<file path="config.mk">
export PLATFORM = sky130hd
export DESIGN_NAME = product_bcd_converter
export DESIGN_NICKNAME = d
export VERILOG_FILES = /design/src/rtl/product_bcd_converter.sv
export SDC_FILE = /design/constraint.sdc
export NUM_CORES = 1
export LEC_CHECK = 0
export CAP_MARGIN = 10
export CELL_PAD_IN_SITES_DETAIL_PLACEMENT = 0
export CELL_PAD_IN_SITES_GLOBAL_PLACEMENT = 1
export CORE_MARGIN = 2
export CORE_UTILIZATION = 44
export CTS_CLUSTER_DIAMETER = 120
export DETAILED_ROUTE_END_ITERATION = 10
export PLACE_DENSITY = 0.94
export RECOVER_POWER = 100
export REMOVE_ABC_BUFFERS = 1
export SYNTH_ARGS = -nofsm -noshare
export SYNTH_HDL_FRONTEND = slang
export SYNTH_SLANG_ARGS = --single-unit
</file>
<file path="constraint.sdc">
create_clock -name Clk -period 2.4 [get_ports Clk]
set_input_delay 0.36 -clock Clk [delete_from_list [all_inputs] [get_ports Clk]]
set_output_delay 0.36 -clock Clk [all_outputs]
set_load 0.02 [all_outputs]
</file>
<file path="src/rtl/product_bcd_converter.sv">
// product_bcd_converter: sequential double-dabble conversion of an N-bit
// unsigned value into DIGITS packed BCD digits, one bit per clock.
// Optional feature macro: LEADING_ZERO_BLANK_EN adds a per-digit
// leading-zero blank mask. When the macro is undefined, Blank is tied to zero.
module product_bcd_converter #(
    parameter int N      = 16,
    parameter int DIGITS = 5
) (
    input  logic                  Clk,
    input  logic                  Reset,
    input  logic                  Start,
    input  logic [N-1:0]          Bin,
    output logic                  Busy,
    output logic                  Done,
    output logic [4*DIGITS-1:0]   BCD,
    output logic [DIGITS-1:0]     Blank
);

    localparam int CW = $clog2(N + 1);

    typedef enum logic [1:0] {IDLE, SHIFT, FINISH} state_t;

    state_t                state;
    state_t                state_next;
    logic [CW-1:0]         count;
    logic [N-1:0]          shreg;
    logic [4*DIGITS-1:0]   scratch;
    logic [4*DIGITS-1:0]   scratch_adj;

    // Add 3 to every digit that is 5 or more so the following shift carries
    // correctly into the next decimal digit.
    function automatic logic [4*DIGITS-1:0] dabble_adjust(input logic [4*DIGITS-1:0] s);
        logic [4*DIGITS-1:0] r;
        r = s;
        for (int i = 0; i < DIGITS; i++) begin
            if (s[4*i +: 4] >= 4'd5) begin
                r[4*i +: 4] = s[4*i +: 4] + 4'd3;
            end
        end
        return r;
    endfunction

`ifdef LEADING_ZERO_BLANK_EN
    // Bit i (i >= 1) is set when digit i and every digit above it are zero;
    // the units digit is never blanked so a zero value still shows "0".
    function automatic logic [DIGITS-1:0] blank_mask(input logic [4*DIGITS-1:0] d);
        logic [DIGITS-1:0] m;
        logic              upper_zero;
        m          = '0;
        upper_zero = 1'b1;
        for (int i = DIGITS - 1; i >= 1; i--) begin
            upper_zero = upper_zero && (d[4*i +: 4] == 4'd0);
            m[i]       = upper_zero;
        end
        return m;
    endfunction
`endif

    assign scratch_adj = dabble_adjust(scratch);
    assign Busy        = (state != IDLE);

    // State register; reset aborts any conversion in progress.
    always_ff @(posedge Clk or negedge Reset) begin
        if (!Reset) begin
            state <= IDLE;
        end else begin
            state <= state_next;
        end
    end

    // Next-state logic: N shift cycles, then one FINISH cycle that publishes.
    always_comb begin
        state_next = state;
        case (state)
            IDLE:    if (Start) state_next = SHIFT;
            SHIFT:   if (count == CW'(1)) state_next = FINISH;
            FINISH:  state_next = IDLE;
            default: state_next = IDLE;
        endcase
    end

    // Bit counter: loaded on capture, counts down once per shift.
    always_ff @(posedge Clk or negedge Reset) begin
        if (!Reset) begin
            count <= '0;
        end else if (state == IDLE && Start) begin
            count <= CW'(N);
        end else if (state == SHIFT) begin
            count <= count - CW'(1);
        end
    end

    // Working datapath: capture the operand, then adjust-and-shift each cycle.
    always_ff @(posedge Clk) begin
        if (state == IDLE && Start) begin
            shreg   <= Bin;
            scratch <= '0;
        end else if (state == SHIFT) begin
            scratch <= {scratch_adj[4*DIGITS-2:0], shreg[N-1]};
            shreg   <= {shreg[N-2:0], 1'b0};
        end
    end

    // Published result and completion pulse; only FINISH updates them.
    always_ff @(posedge Clk or negedge Reset) begin
        if (!Reset) begin
            Done <= 1'b0;
            BCD  <= '0;
        end else begin
            Done <= (state == FINISH);
            if (state == FINISH) begin
                BCD <= scratch;
            end
        end
    end

`ifdef LEADING_ZERO_BLANK_EN
    // Blank mask follows the published result; reset value matches BCD = 0.
    always_ff @(posedge Clk or negedge Reset) begin
        if (!Reset) begin
            Blank <= {{(DIGITS-1){1'b1}}, 1'b0};
        end else if (state == FINISH) begin
            Blank <= blank_mask(scratch);
        end
    end
`else
    assign Blank = '0;
`endif

endmodule

</file>
### Yosys cells after proc, flatten, opt, wreduce, memory -nomap -nowiden

Index checks and enable logic that the tools add are counted.

| operators by class | value |
|---|---|
| $add $sub $neg | 6 |
| multiplexer cells | 12 |
| equal/unequal tests | 5 |
| order comparisons | 5 |
| reductions and logical operators | 5 |

Operators by type and width:

| cell | number |
|---|---|
| 2-to-1 mux 16 bit | 2 |
| greater-or-equal comparator 4 x 3 -> 1 bit (second input constant) | 5 |
| adder 4 x 2 -> 4 bit (second input constant) | 4 |
| 2-to-1 mux 4 bit | 4 |
| 2-to-1 mux 5 bit | 2 |
| equality test 5 x 1 -> 1 bit (second input constant) | 1 |
| subtractor 5 x 1 -> 5 bit (second input constant) | 1 |
| 2-to-1 mux 2 bit | 2 |
| inequality test 2 bit (second input constant) | 2 |
| case mux 2 bit (2 select lines) | 1 |
| nonzero test 2 bit | 2 |
| adder 3 x 2 -> 3 bit (second input constant) | 1 |
| 2-to-1 mux 3 bit | 1 |
| equality test 2 x 1 -> 1 bit (second input constant) | 1 |
| equality test 2 bit (second input constant) | 1 |
| zero test 2 bit | 1 |
| AND reduction 2 bit | 1 |
| logical AND 1 bit | 1 |

| storage, ports and cells | value |
|---|---|
| input port bits | 19 |
| output and inout port bits | 27 |
| word-level logic and storage cells | 39 |
| flip-flop bits (word level) | 64 |

### Logic depth before layout (Yosys ltp)

| depth | value |
|---|---|
| word-level depth | 3 |
| mapped depth | 6 |
| depth with buffers taken out | 6 |

### Worst setup path before layout

Ideal clock, no wire load.

| timing | value |
|---|---|
| path kind | register to register |
| start point | register state[1] |
| end point | register shreg[0], enable pin |
| required time | 2028 ps |
| arrival | 1260 ps |
| clock period less this slack | 1631 ps |
| buffers on the path | 1 |
| cell stages (with the launch flop) | 5 |
| path slack | 769 ps |
| setup time | 372 ps |
| path through | dfrtp_1 nor2_1 nand2_1 clkbuf_1 nand2_1 |

| between the ends | value |
|---|---|
| word-level cells in the longest chain between the ends | 3 |
| elaborated cells on any way between the ends | 4 |
| those cells by class | eq/ne (1); reduce/logical (3) |

RTL lines:

| what | RTL line | source |
|---|---|---|
| start, declared | 23 | `state_t state;` |
| start signal, assigned | 67 | `state <= state_next;` |
| zero test 2 bit | 95 | `if (state == IDLE && Start) begin` |
| logical AND 1 bit | 95 |  |
| nonzero test 2 bit (no line) (*) | n/a |  |
| end signal, assigned | 96 | `shreg <= Bin;` |
| end signal, assigned | 100 | `shreg <= {shreg[N-2:0], 1'b0};` |
| end, declared | 26 | `logic [N-1:0] shreg;` |

Every way passes the cells marked *; elsewhere a longest branch is shown, timed or not.
A chain may end at the register's enable or synchronous reset.

### Worst setup path in the final report

| timing | value |
|---|---|
| start point | register state[1] |
| end point | output Busy |

| between the ends | value |
|---|---|
| word-level cells in the longest chain between the ends | 1 |

RTL lines:

| what | RTL line | source |
|---|---|---|
| nonzero test 2 bit | 60 | `assign Busy = (state != IDLE);` |
| end, declared | 13 | `output logic Busy,` |

Every way passes these cells.

==> impl_metrics.py <==
metrics = {
    "layout": {
        "area_growth_pct": 22.06,
        "fillCellCount": 593,
        "layout_common_cells": "nand2_1 (63), o21ai_0 (34), dfrtp_1 (28)",
        "fin_cells": 413,
        "final_util": 0.5527,
        "nNetsFinal": 362,
        "layout_commonest_cell": "nand2_1",
        "antennaDiodeCount": 0,
        "drive_above_1_share": 0.09821,
    },
    "synth": {
        "async_flop_share": 0.4375,
        "synth_seq_area_share": 0.5532,
        "synth_edf_count": 16,
        "synth-simple-area-share": 0.1580,
        "synth-compound-area-share": 0.09453,
        "netlist_area_mm2": 0.002859,
        "muxShareOfSynthArea": 0.05908,
        "yosysTopAreaCell": "dfrtp_1",
        "ys_ff_latch": 64,
        "synthCells": 287,
        "synthXorXnorAreaFrac": 0.02757,
        "synth_top_area_frac": 0.2451,
        "synth_area_leaders": "dfrtp_1 (25%), edfxtp_1 (17%), dfxtp_1 (14%)",
        "synth_cell_type_count": 25,
        "synth_area_per_cell_um2": 9.962,
        "synth_top_family_by_area": "simple AND/OR/NAND/NOR gates",
        "synthAdderAreaFrac": 0.05252,
        "yosys_warnings": 0,
        "ys.flop_type": "dfrtp_1",
    },
    "global_routing": {
        "grt_first_pass_wirelength_mm": 8.500,
        "grt_usage": 0.1515,
        "grt_max_degree": 35,
        "antenna_found_initial": 0,
        "grt_pass1_vias": 1874,
        "overflow": 0,
    },
    "critical_path": {
        "path_buf_inv": 2,
        "worst_ep_required_time_ns": 2.04,
        "timing.rr.end": "scratch[4]",
        "cp_max_fo": 4,
        "slowest_stage": "dlygate4sd3_1",
        "r2r_slack_ns": 0.46,
        "crit_path_max_incr_delay_ns": 0.65,
        "endpoint_kind": "primary output",
        "ff2ff_path_depth": 4,
        "startpoint_type": "flop",
        "reg2reg_from": "state[1]",
        "cp_cell_sequence": "nor2_1, inv_1, dlygate4sd3_1",
        "path_class": "reg -> out",
        "critPathArrivalTime_ns": 1.70,
        "critPathTopFamily": "buffers and inverters",
    },
    "power_and_ir_drop": {
        "p_leak_nw": 1.526,
        "seqPwrFrac": 0.430,
        "switchingPower_mw": 1.607,
        "p_int_mw": 2.803,
        "clockPowerShare": 0.192,
        "ir_drop_mv": 0.6400,
        "switching_share": 0.3643,
        "power_mw": 4.410,
        "power.density_mw_per_mm2": 1264,
        "pwr-share-comb": 0.378,
    },
    "min_path": {
        "hold_end": "scratch[0]",
        "hold_path.class": "reg -> reg",
        "min_path_cells": 2,
        "hold_start": "shreg[15]",
    },
    "sta": {
        "hold_violations": 0,
        "period_share": 0.8582,
        "grt_setup_unrepaired": "no",
        "slew_headroom": -0.06953,
        "fmax_mhz": 485.5,
        "worst_slew_pin_slew_ns": 1.604,
        "fin_crit_ns": 2.060,
        "fin_worst_skew_ns": 0.005001,
        "whs_ns": 0.4623,
        "setup_viol": 0,
        "slew_viol_final": 29,
        "setup_tns_ns": 0,
    },
    "outcome": {
        "status": "finished with violations",
        "violations": "capacitance limit, slew limit",
    },
    "cts": {
        "ctsHoldBuffers": 0,
        "clkLatencyLatePin_ns": 0.34,
        "cts_buffers": 9,
        "cts_tree": "yes",
        "cts.root.buffer_cell": "clkbuf_8",
        "postCtsSetupBuffers": 0,
        "cts_resized": 0,
        "htree_num_levels": 3,
        "clock-sinks": 64,
        "clock_path_buffers": 2,
        "clk_pin_slew_ns": 0.07,
    },
    "detailed_routing": {
        "num_vias": 2046,
        "wl_per_cell_um": 12.30,
        "first_iter_violations": 77,
        "avgViaCountPerCell": 4.954,
        "antenna_left": 0,
        "routed_wl_mm": 5.081,
        "drc_errors": 0,
        "first_pass_iters": 4,
    },
    "floorplanning": {
        "dieWidth_um": 84.61,
        "die-area_mm2": 0.007159,
        "core_region_area_mm2": 0.006314,
        "initial_core_util": 0.4528,
        "ios": 46,
        "die_h_um": 84.61,
        "std_cell_rows": 29,
    },
    "placed_design": {
        "gp_congestion": 0.7636,
        "dpl.cell_count": 397,
        "portBuffers": 40,
        "dp_hpwl_mm": 3.499,
    },
    "job": {
        "cap_violations": 1,
    },
}
==> metal layers <==
layer  track usage  share of wire  vias to the layer above
li1              -              -                     1047
met1        0.2075           0.49                      938
met2        0.2212           0.44                       50
met3       0.03441          0.042                       11
met4       0.08658          0.024                        0
met5             0              0                        -
==> worst max path at each step <==
stage / startpoint / end / slack (ns) / depth (start not counted)
global placement: Start / scratch[8] / 0.62 / 4
floorplan: state[1] / shreg[0] / 0.46 / 2
CTS: state[1] / Busy / 0.41 / 3
finish: state[1] / Busy / 0.34 / 3
detailed placement: Start / scratch[4] / 0.56 / 4
global route: Reset / BCD[4] / 0.17 / 2
==> logic make-up (layout without fill, tap and decap cells) <==
logic type                 count (synthesis)  after routing
adders and majority gates                 12             12
buffers and inverters                     33             78
xor gates and xnor gates                   9              9
other                                      1              5
DFF                                       64             64
AOI/OAI and AO/OA                         50             50
muxes                                     15             15
and+or+nand+nor                          103            103
==> synth_stat cells, types with 2 or more instances <==
| cell | number |
|---|---|
| nand3_1 | 20 |
| clkbuf_1 | 7 |
| and2_1 | 2 |
| inv_1 | 14 |
| buf_4 | 6 |
| mux2_2 | 15 |
| nor2_1 | 6 |
| buf_2 | 6 |
| ha_1 | 12 |
| dfrtp_1 | 28 |
| xor2_1 | 4 |
| nand2b_1 | 7 |
| o32ai_1 | 4 |
| xnor2_1 | 5 |
| nand2_1 | 63 |
| o21ai_0 | 34 |
| o31ai_1 | 2 |
| dfxtp_1 | 20 |
| a21oi_1 | 10 |
| edfxtp_1 | 16 |
| or4_1 | 2 |
==> cell type report <==
class                           instances  area [um2]  share of cell area
Sequential cell                        64        1582              0.4532
Multi-Input combinational cell        194        1139              0.3263
Timing Repair Buffer                   48       436.7              0.1251
Clock buffer                           13       168.9             0.04840
Tap cell                               77       96.34             0.02761
Inverter                               14       52.55             0.01506
Clock inverter                          3       15.01            0.004303
==> metrics by stage <==
stage          setup WS (ns)  instance area [um2]
2_1_floorplan         0.4593                 2773
3_3_place_gp          0.6159                 3329
3_5_place_dp          0.5610                 3329
4_1_cts               0.4133                 3513
5_1_grt               0.1743                 3490
6_report              0.3402                 3490
==> worst register-to-register path, stage by stage, from the launching register on <==
cell and delay (ns):
dfrtp_1 0.41, nor2_1 0.24, and2_0 0.69, clkbuf_1 0.34
o32ai_1 0.12
==> power groups by stage <==
| stage | sequential (mW) | combinational (mW) | clock [mW] |
|---|---|---|---|
| 3_3_place_gp | 1.91 | 1.67 | 0 |
| 3_5_place_dp | 1.93 | 1.73 | 0 |
| 5_1_grt | 1.96 | 1.91 | 0.911 |
| 4_1_cts | 1.91 | 1.74 | 0.873 |
| 2_1_floorplan | 1.95 | 1.13 | 0 |
| 6_report | 1.90 | 1.66 | 0.847 |
==> state kept, by name (all words and copies together) (netlist names) <==
signal   cells
state        2
scratch     20
Done         1
shreg       16
count        5
BCD         20
Note: power is estimated with default switching activity, not from simulation.
==> patch 1, RTL diff (config.mk and constraints unchanged) <==
Encoding of `state_t`: now one-hot (3 bits for 3 states).
--- a/src/rtl/product_bcd_converter.sv
+++ b/src/rtl/product_bcd_converter.sv
@@ -18,7 +18,7 @@
 
     localparam int CW = $clog2(N + 1);
 
-    typedef enum logic [1:0] {IDLE, SHIFT, FINISH} state_t;
+    typedef enum logic [2:0] {IDLE = 3'b001, SHIFT = 3'b010, FINISH = 3'b100} state_t;
 
     state_t                state;
     state_t                state_next;
Function: no difference found for any inputs over 10 cycles, from zero or initial values and one cycle with Reset low; not proved beyond that.
==> patch 1 against the unedited design <==
Routed wire length up 3.1%; power down 20%; final area up 3.5%; via count up 1.5%; combinational power down 43%; worst setup slack worse by 0.20 ns; non-clock buffer count down 2; highest routed layer unchanged; sequential cell count up 1; hold slack better by 0.030 ns; sequential power down 12%; the flow still finishes with violations (capacitance limit, slew limit); area after synthesis up 4.8%.
==> patch 1: results (changes against the unedited design) <==
| Metric | Value |
|---|---|
| Post-CTS setup buffer count | 0 (unchanged) |
| Slew @ Worst Pin | 1.61 ns (was 1.60 ns) |
| Post-synth EDFFs | 16 (unchanged) |
| DP HPWL | 3440 um (was 3500 um) |
| Gp weighted congestion | 0.764 (about the same) |
| Met2 wire length | 2470 um (was 2240 um) |
| Hold path endpoint | BCD[17] (was scratch[0]) |
| Failing checks | capacitance limit, slew limit (unchanged) |
| Worst r2r src | state[0] (was state[1]) |
| Crit path arrival time | 1.90 ns (was 1.70 ns) |
| First-pass GRT wire length | 8810 um (was 8500 um) |
| Unique cell type count in the Yosys netlist | 33 (was 25) |
| Filler instances | 607 (was 593) |
| Gr usage total | 15.3% (was 15.2%) |
| Max Slew Vio Count | 30 (was 29) |
| Resized Gates After CTS | 0 (unchanged) |
| Minimum hold slack | 0.492 ns (was 0.462 ns) |
| Detailed Route WL | 5240 um (was 5080 um) |
| Asr flop ratio synth | 44.6% (was 43.8%) |
| TritonCTS Buffers | 9 (unchanged) |
| CTS H-tree depth | 3 (unchanged) |
| Metal1 wirelength | 2420 um (was 2510 um) |
| Multiplexer area fraction after synthesis | 9.40% (was 5.91%) |
| Pin count of the biggest net entering global routing | 37 (was 35) |
| Worst hold path class | reg -> reg (unchanged) |
| Worst reg2reg path endpoint | shreg[10] (was scratch[4]) |
| Initial drt markers | 94 (was 77) |
| Share of cells above drive strength 1 | 13.7% (was 9.82%) |
| CTS clk-pin slew, worst paths | 0.07 ns (about the same) |
| Vias in the first global route | 2019 (was 1874) |
| Max Cap Viol | 1 (unchanged) |
| Routed wl met3 | 210 um (was 214 um) |
| Status | finished with violations (unchanged) |
| Area of the multi-input gates | 1210 sq um (was 1140 sq um) |
| Worst path slowest cell | dfstp_2 (was dlygate4sd3_1) |
| Hold depth | 1 (was 2) |
| Worst path max stage delay | 0.56 ns (was 0.65 ns) |
| Top cells by count, synth | nand2_1 (53), dfrtp_1 (28), mux2_2 (25) (was nand2_1 (63), o21ai_0 (34), dfrtp_1 (28)) |
| Part of the Yosys area used for sequential elements | 53.7% (was 55.3%) |
| Reg-to-reg slack, setup | 0.32 ns (was 0.46 ns) |
| Sw Share | 32.4% (was 36.4%) |
| Nets | 354 (was 362) |
| Yosys warns | 0 (unchanged) |
| Synth area leaders | dfrtp_1 (23%), edfxtp_1 (16%), dfxtp_1 (13%) (was dfrtp_1 (25%), edfxtp_1 (17%), dfxtp_1 (14%)) |
| Synth Area in Adders | 5.01% (was 5.25%) |
| Diodes inserted | 0 (unchanged) |
| Worst clock skew | 0.00599 ns (was 0.00500 ns) |
| R2r worst-path depth | 5 (was 4) |
| Hold path startpoint | scratch[17] (was shreg[15]) |
| Synth Area in Compound Gates | 8.65% (was 9.45%) |
| Leakage | 1.61 nW (was 1.53 nW) |
| Maximum VDD drop | 0.000587 V (was 0.000640 V) |
| Via count | 2077 (was 2046) |
| Post-synthesis xor/xnor area fraction | 1.75% (was 2.76%) |
-- patch 1: changes by cell type after synthesis, sizes merged, moves of 3 or more --
cell     before  now
nor3b         0    4
nor2          6   11
a2111oi       0    5
mux2         15   25
nand2        63   53
nand3        20   12
o21ai        34   15
clkbuf        7    3
nor3          0    5
and3          1    6
xnor2         5    2
buf          12   15
-- patch 1: cell families (layout without fill, tap and decap cells) --
kind of cell    after synthesis  in the layout
xor+xnor                      6              6
fa+ha+maj                    12             12
mux                          25             25
simple gates                101            101
flops                        65             65
buf+inv                      32             76
compound gates               38             38
other cells                   1              5
-- patch 1: power groups by stage --
stage	logic, mW	registers, mW	clock network [mW]
floorplan	0.720	1.64	0
finish	0.953	1.67	0.928
global route	1.09	1.70	1.01
detailed placement	1.02	1.69	0
CTS	1.02	1.67	0.961
global placement	0.972	1.68	0
-- patch 1: final cells by class --
type | instances | area share (%)
multi-input combinational | 187 | 33.5
inverter | 14 | 1.46
clock buffer | 13 | 4.40
sequential | 65 | 44.5
timing repair buffer | 46 | 12.3
tap | 80 | 2.77
clock inverter | 3 | 1.07
-- patch 1: how the worst max path moves through the flow --
stage          startpoint  slack [ns]        end
6_report         state[0]        0.14       Busy
4_1_cts          state[0]        0.10       Busy
3_5_place_dp     state[0]        0.35  shreg[15]
3_3_place_gp     state[0]        0.44  shreg[13]
2_1_floorplan    state[1]       -0.11     BCD[0]
5_1_grt          state[0]        0.02       Busy
-- patch 1: per-layer routing --
layer / up-vias / track usage, %
met4: 0 / 9.66
met5: - / 0
met3: 10 / 3.43
li1: 1041 / -
met2: 44 / 25.0
met1: 982 / 18.2
-- patch 1: metrics by stage --
stage               cell area (sq um)  std cells  setup TNS (ns)  setup slack, ns
floorplan                        2890        266           -3.47           -0.112
global placement                 3460        392               0            0.437
detailed placement               3460        392               0            0.352
CTS                              3650        408               0            0.103
global route                     3610        408               0           0.0160
finish                           3610        408               0            0.136
==> patch 2, RTL diff (config.mk and constraints unchanged) <==
Without the edit above. Build with the macro `LEADING_ZERO_BLANK_EN` defined.
--- a/src/rtl/product_bcd_converter.sv
+++ b/src/rtl/product_bcd_converter.sv
@@ -2,6 +2,8 @@
 // unsigned value into DIGITS packed BCD digits, one bit per clock.
 // Optional feature macro: LEADING_ZERO_BLANK_EN adds a per-digit
 // leading-zero blank mask. When the macro is undefined, Blank is tied to zero.
+`define LEADING_ZERO_BLANK_EN
+
 module product_bcd_converter #(
     parameter int N      = 16,
     parameter int DIGITS = 5
Check against the original RTL: not equivalent (Yosys sat finds a counterexample within 4 cycles, from zero or initial values and one cycle with Reset low).
==> patch 2 against the unedited design <==
Largest power group unchanged; power grew 6.8%; sequential cell count up 4; area after synthesis up 6.8%; routed wire length is 12% higher; global-route usage up 1.9 points; final area rose by 8.0%; worst setup slack lost 0.23 ns; highest routed layer unchanged; clock power grew 4.8%.
==> patch 2: results (changes against the unedited design) <==
| Metric | Value |
|---|---|
| PortBufs | 44 (was 40) |
| DP HPWL | 3780 um (was 3500 um) |
| Placed inst area | 3600 sq um (was 3330 sq um) |
| Status | completed (was finished with violations) |
| Fmax | 436 MHz (was 485 MHz) |
| Synth Area in Compound Gates | 9.75% (was 9.45%) |
| Reg-to-reg slack, setup | 0.11 ns (was 0.46 ns) |
| Worst clock skew | 0.00763 ns (was 0.00500 ns) |
| Via/cell ratio | 5.02 (was 4.95) |
| Vias in the first global route | 2238 (was 1874) |
| Gr usage total | 17.1% (was 15.2%) |
| Gp weighted congestion | 0.808 (was 0.764) |
| Worst path slowest cell | or4b_4 (was dlygate4sd3_1) |
| Part of the Yosys area used for sequential elements | 55.2% (was 55.3%) |
| Worst reg2reg path endpoint | Blank[1] (was scratch[4]) |
| Multiplexer area fraction after synthesis | 5.53% (was 5.91%) |
| Slew @ Worst Pin | 1.43 ns (was 1.60 ns) |
| Worst r2r src | scratch[17] (was state[1]) |
| Delay-heaviest family, CP | simple AND/OR/NAND/NOR gates (was buffers and inverters) |
| Top cells by count, synth | nand2_1 (68), o21ai_0 (36), dfrtp_1 (28) (was nand2_1 (63), o21ai_0 (34), dfrtp_1 (28)) |
| Maximum VDD drop | 0.000568 V (was 0.000640 V) |
| Leakage | 1.63 nW (was 1.53 nW) |
| Nets | 386 (was 362) |
| Detailed Route WL | 5680 um (was 5080 um) |
| Pin count of the biggest net entering global routing | 33 (was 35) |
| Worst path max stage delay | 0.54 ns (was 0.65 ns) |
| Initial drt markers | 90 (was 77) |
| Post-synthesis xor/xnor area fraction | 2.58% (was 2.76%) |
| Asr flop ratio synth | 47.1% (was 43.8%) |
| Share of cells above drive strength 1 | 12.3% (was 9.82%) |
| CTS H-tree depth | 3 (unchanged) |
| First-pass GRT wire length | 10000 um (was 8500 um) |
[patch 2: cell types whose count changed in the layout (fill, tap and decap cells not counted), sizes merged, moves of 2 or more]
cell,unedited run,this run
nand2,63,68
conb,5,1
dfstp,0,4
dlygate4sd3,23,27
o21ai,34,38
buf,1,4
clkbuf,20,17
ha,12,15
or4b,0,2
[patch 2: power breakdown]
part	leakage, nW	switching [mW]	internal [mW]
Sequential	0.714	0.291	1.71
Clock	0.0973	0.427	0.461
Combinational	0.823	1.02	0.797
Total	1.63	1.74	2.97
[patch 2: worst reg2reg max path, delay by kind of cell, from the launching register on]
family / cells / cell delay (ns)
simple gates: 3 / 1.46
buf+inv: 1 / 0.11
compound gates: 1 / 0.15
flops: 1 / 0.31
fa+ha+maj: 1 / 0.21
[patch 2: area by class of cell]
class                           instances  area, sq um
Clock buffer                           12          166
Clock inverter                          4         22.5
Fill cell                             598         2990
Inverter                               14         52.6
Multi-Input combinational cell        206         1250
Sequential cell                        68         1690
Tap cell                               80          100
Timing Repair Buffer                   53          490
[patch 2: how the worst max path moves through the flow]
stage	start	endpoint	slack [ns]	depth (start not counted)
floorplan	scratch[16]	Blank[1]	0.22	6
global placement	scratch[16]	Blank[1]	0.18	6
detailed placement	scratch[16]	Blank[1]	0.11	6
CTS	scratch[16]	Blank[1]	0.08	6
global route	scratch[17]	Blank[1]	0.01	6
finish	scratch[17]	Blank[1]	0.11	6
[patch 2: cell families (layout without fill, tap and decap cells)]
logic type	count (synthesis)	after routing
flops	68	68
xor+xnor	9	9
other cells	1	1
compound gates	54	54
simple gates	112	112
buf+inv	30	83
fa+ha+maj	15	15
mux	15	15
[patch 2: per-stage QoR]
| stage | util [%] | instances | hold WS, ns |
|---|---|---|---|
| global placement | 53.2 | 421 | 0.431 |
| CTS | 56.0 | 437 | 0.419 |
| global route | 55.8 | 437 | 0.474 |
| finish | 55.8 | 437 | 0.446 |
| floorplan | - | 288 | 0.0644 |
| detailed placement | 53.2 | 421 | 0.438 |
[patch 2: routing by layer]
layer	global-route usage (%)	part of all wire, %	wire length [um]	up-vias
met5	0	0	0	-
met4	7.13	2.0	116	0
met3	5.59	5.8	330	9
met2	27.0	45	2550	51
met1	21.4	47	2680	1009
li1	-	-	-	1126
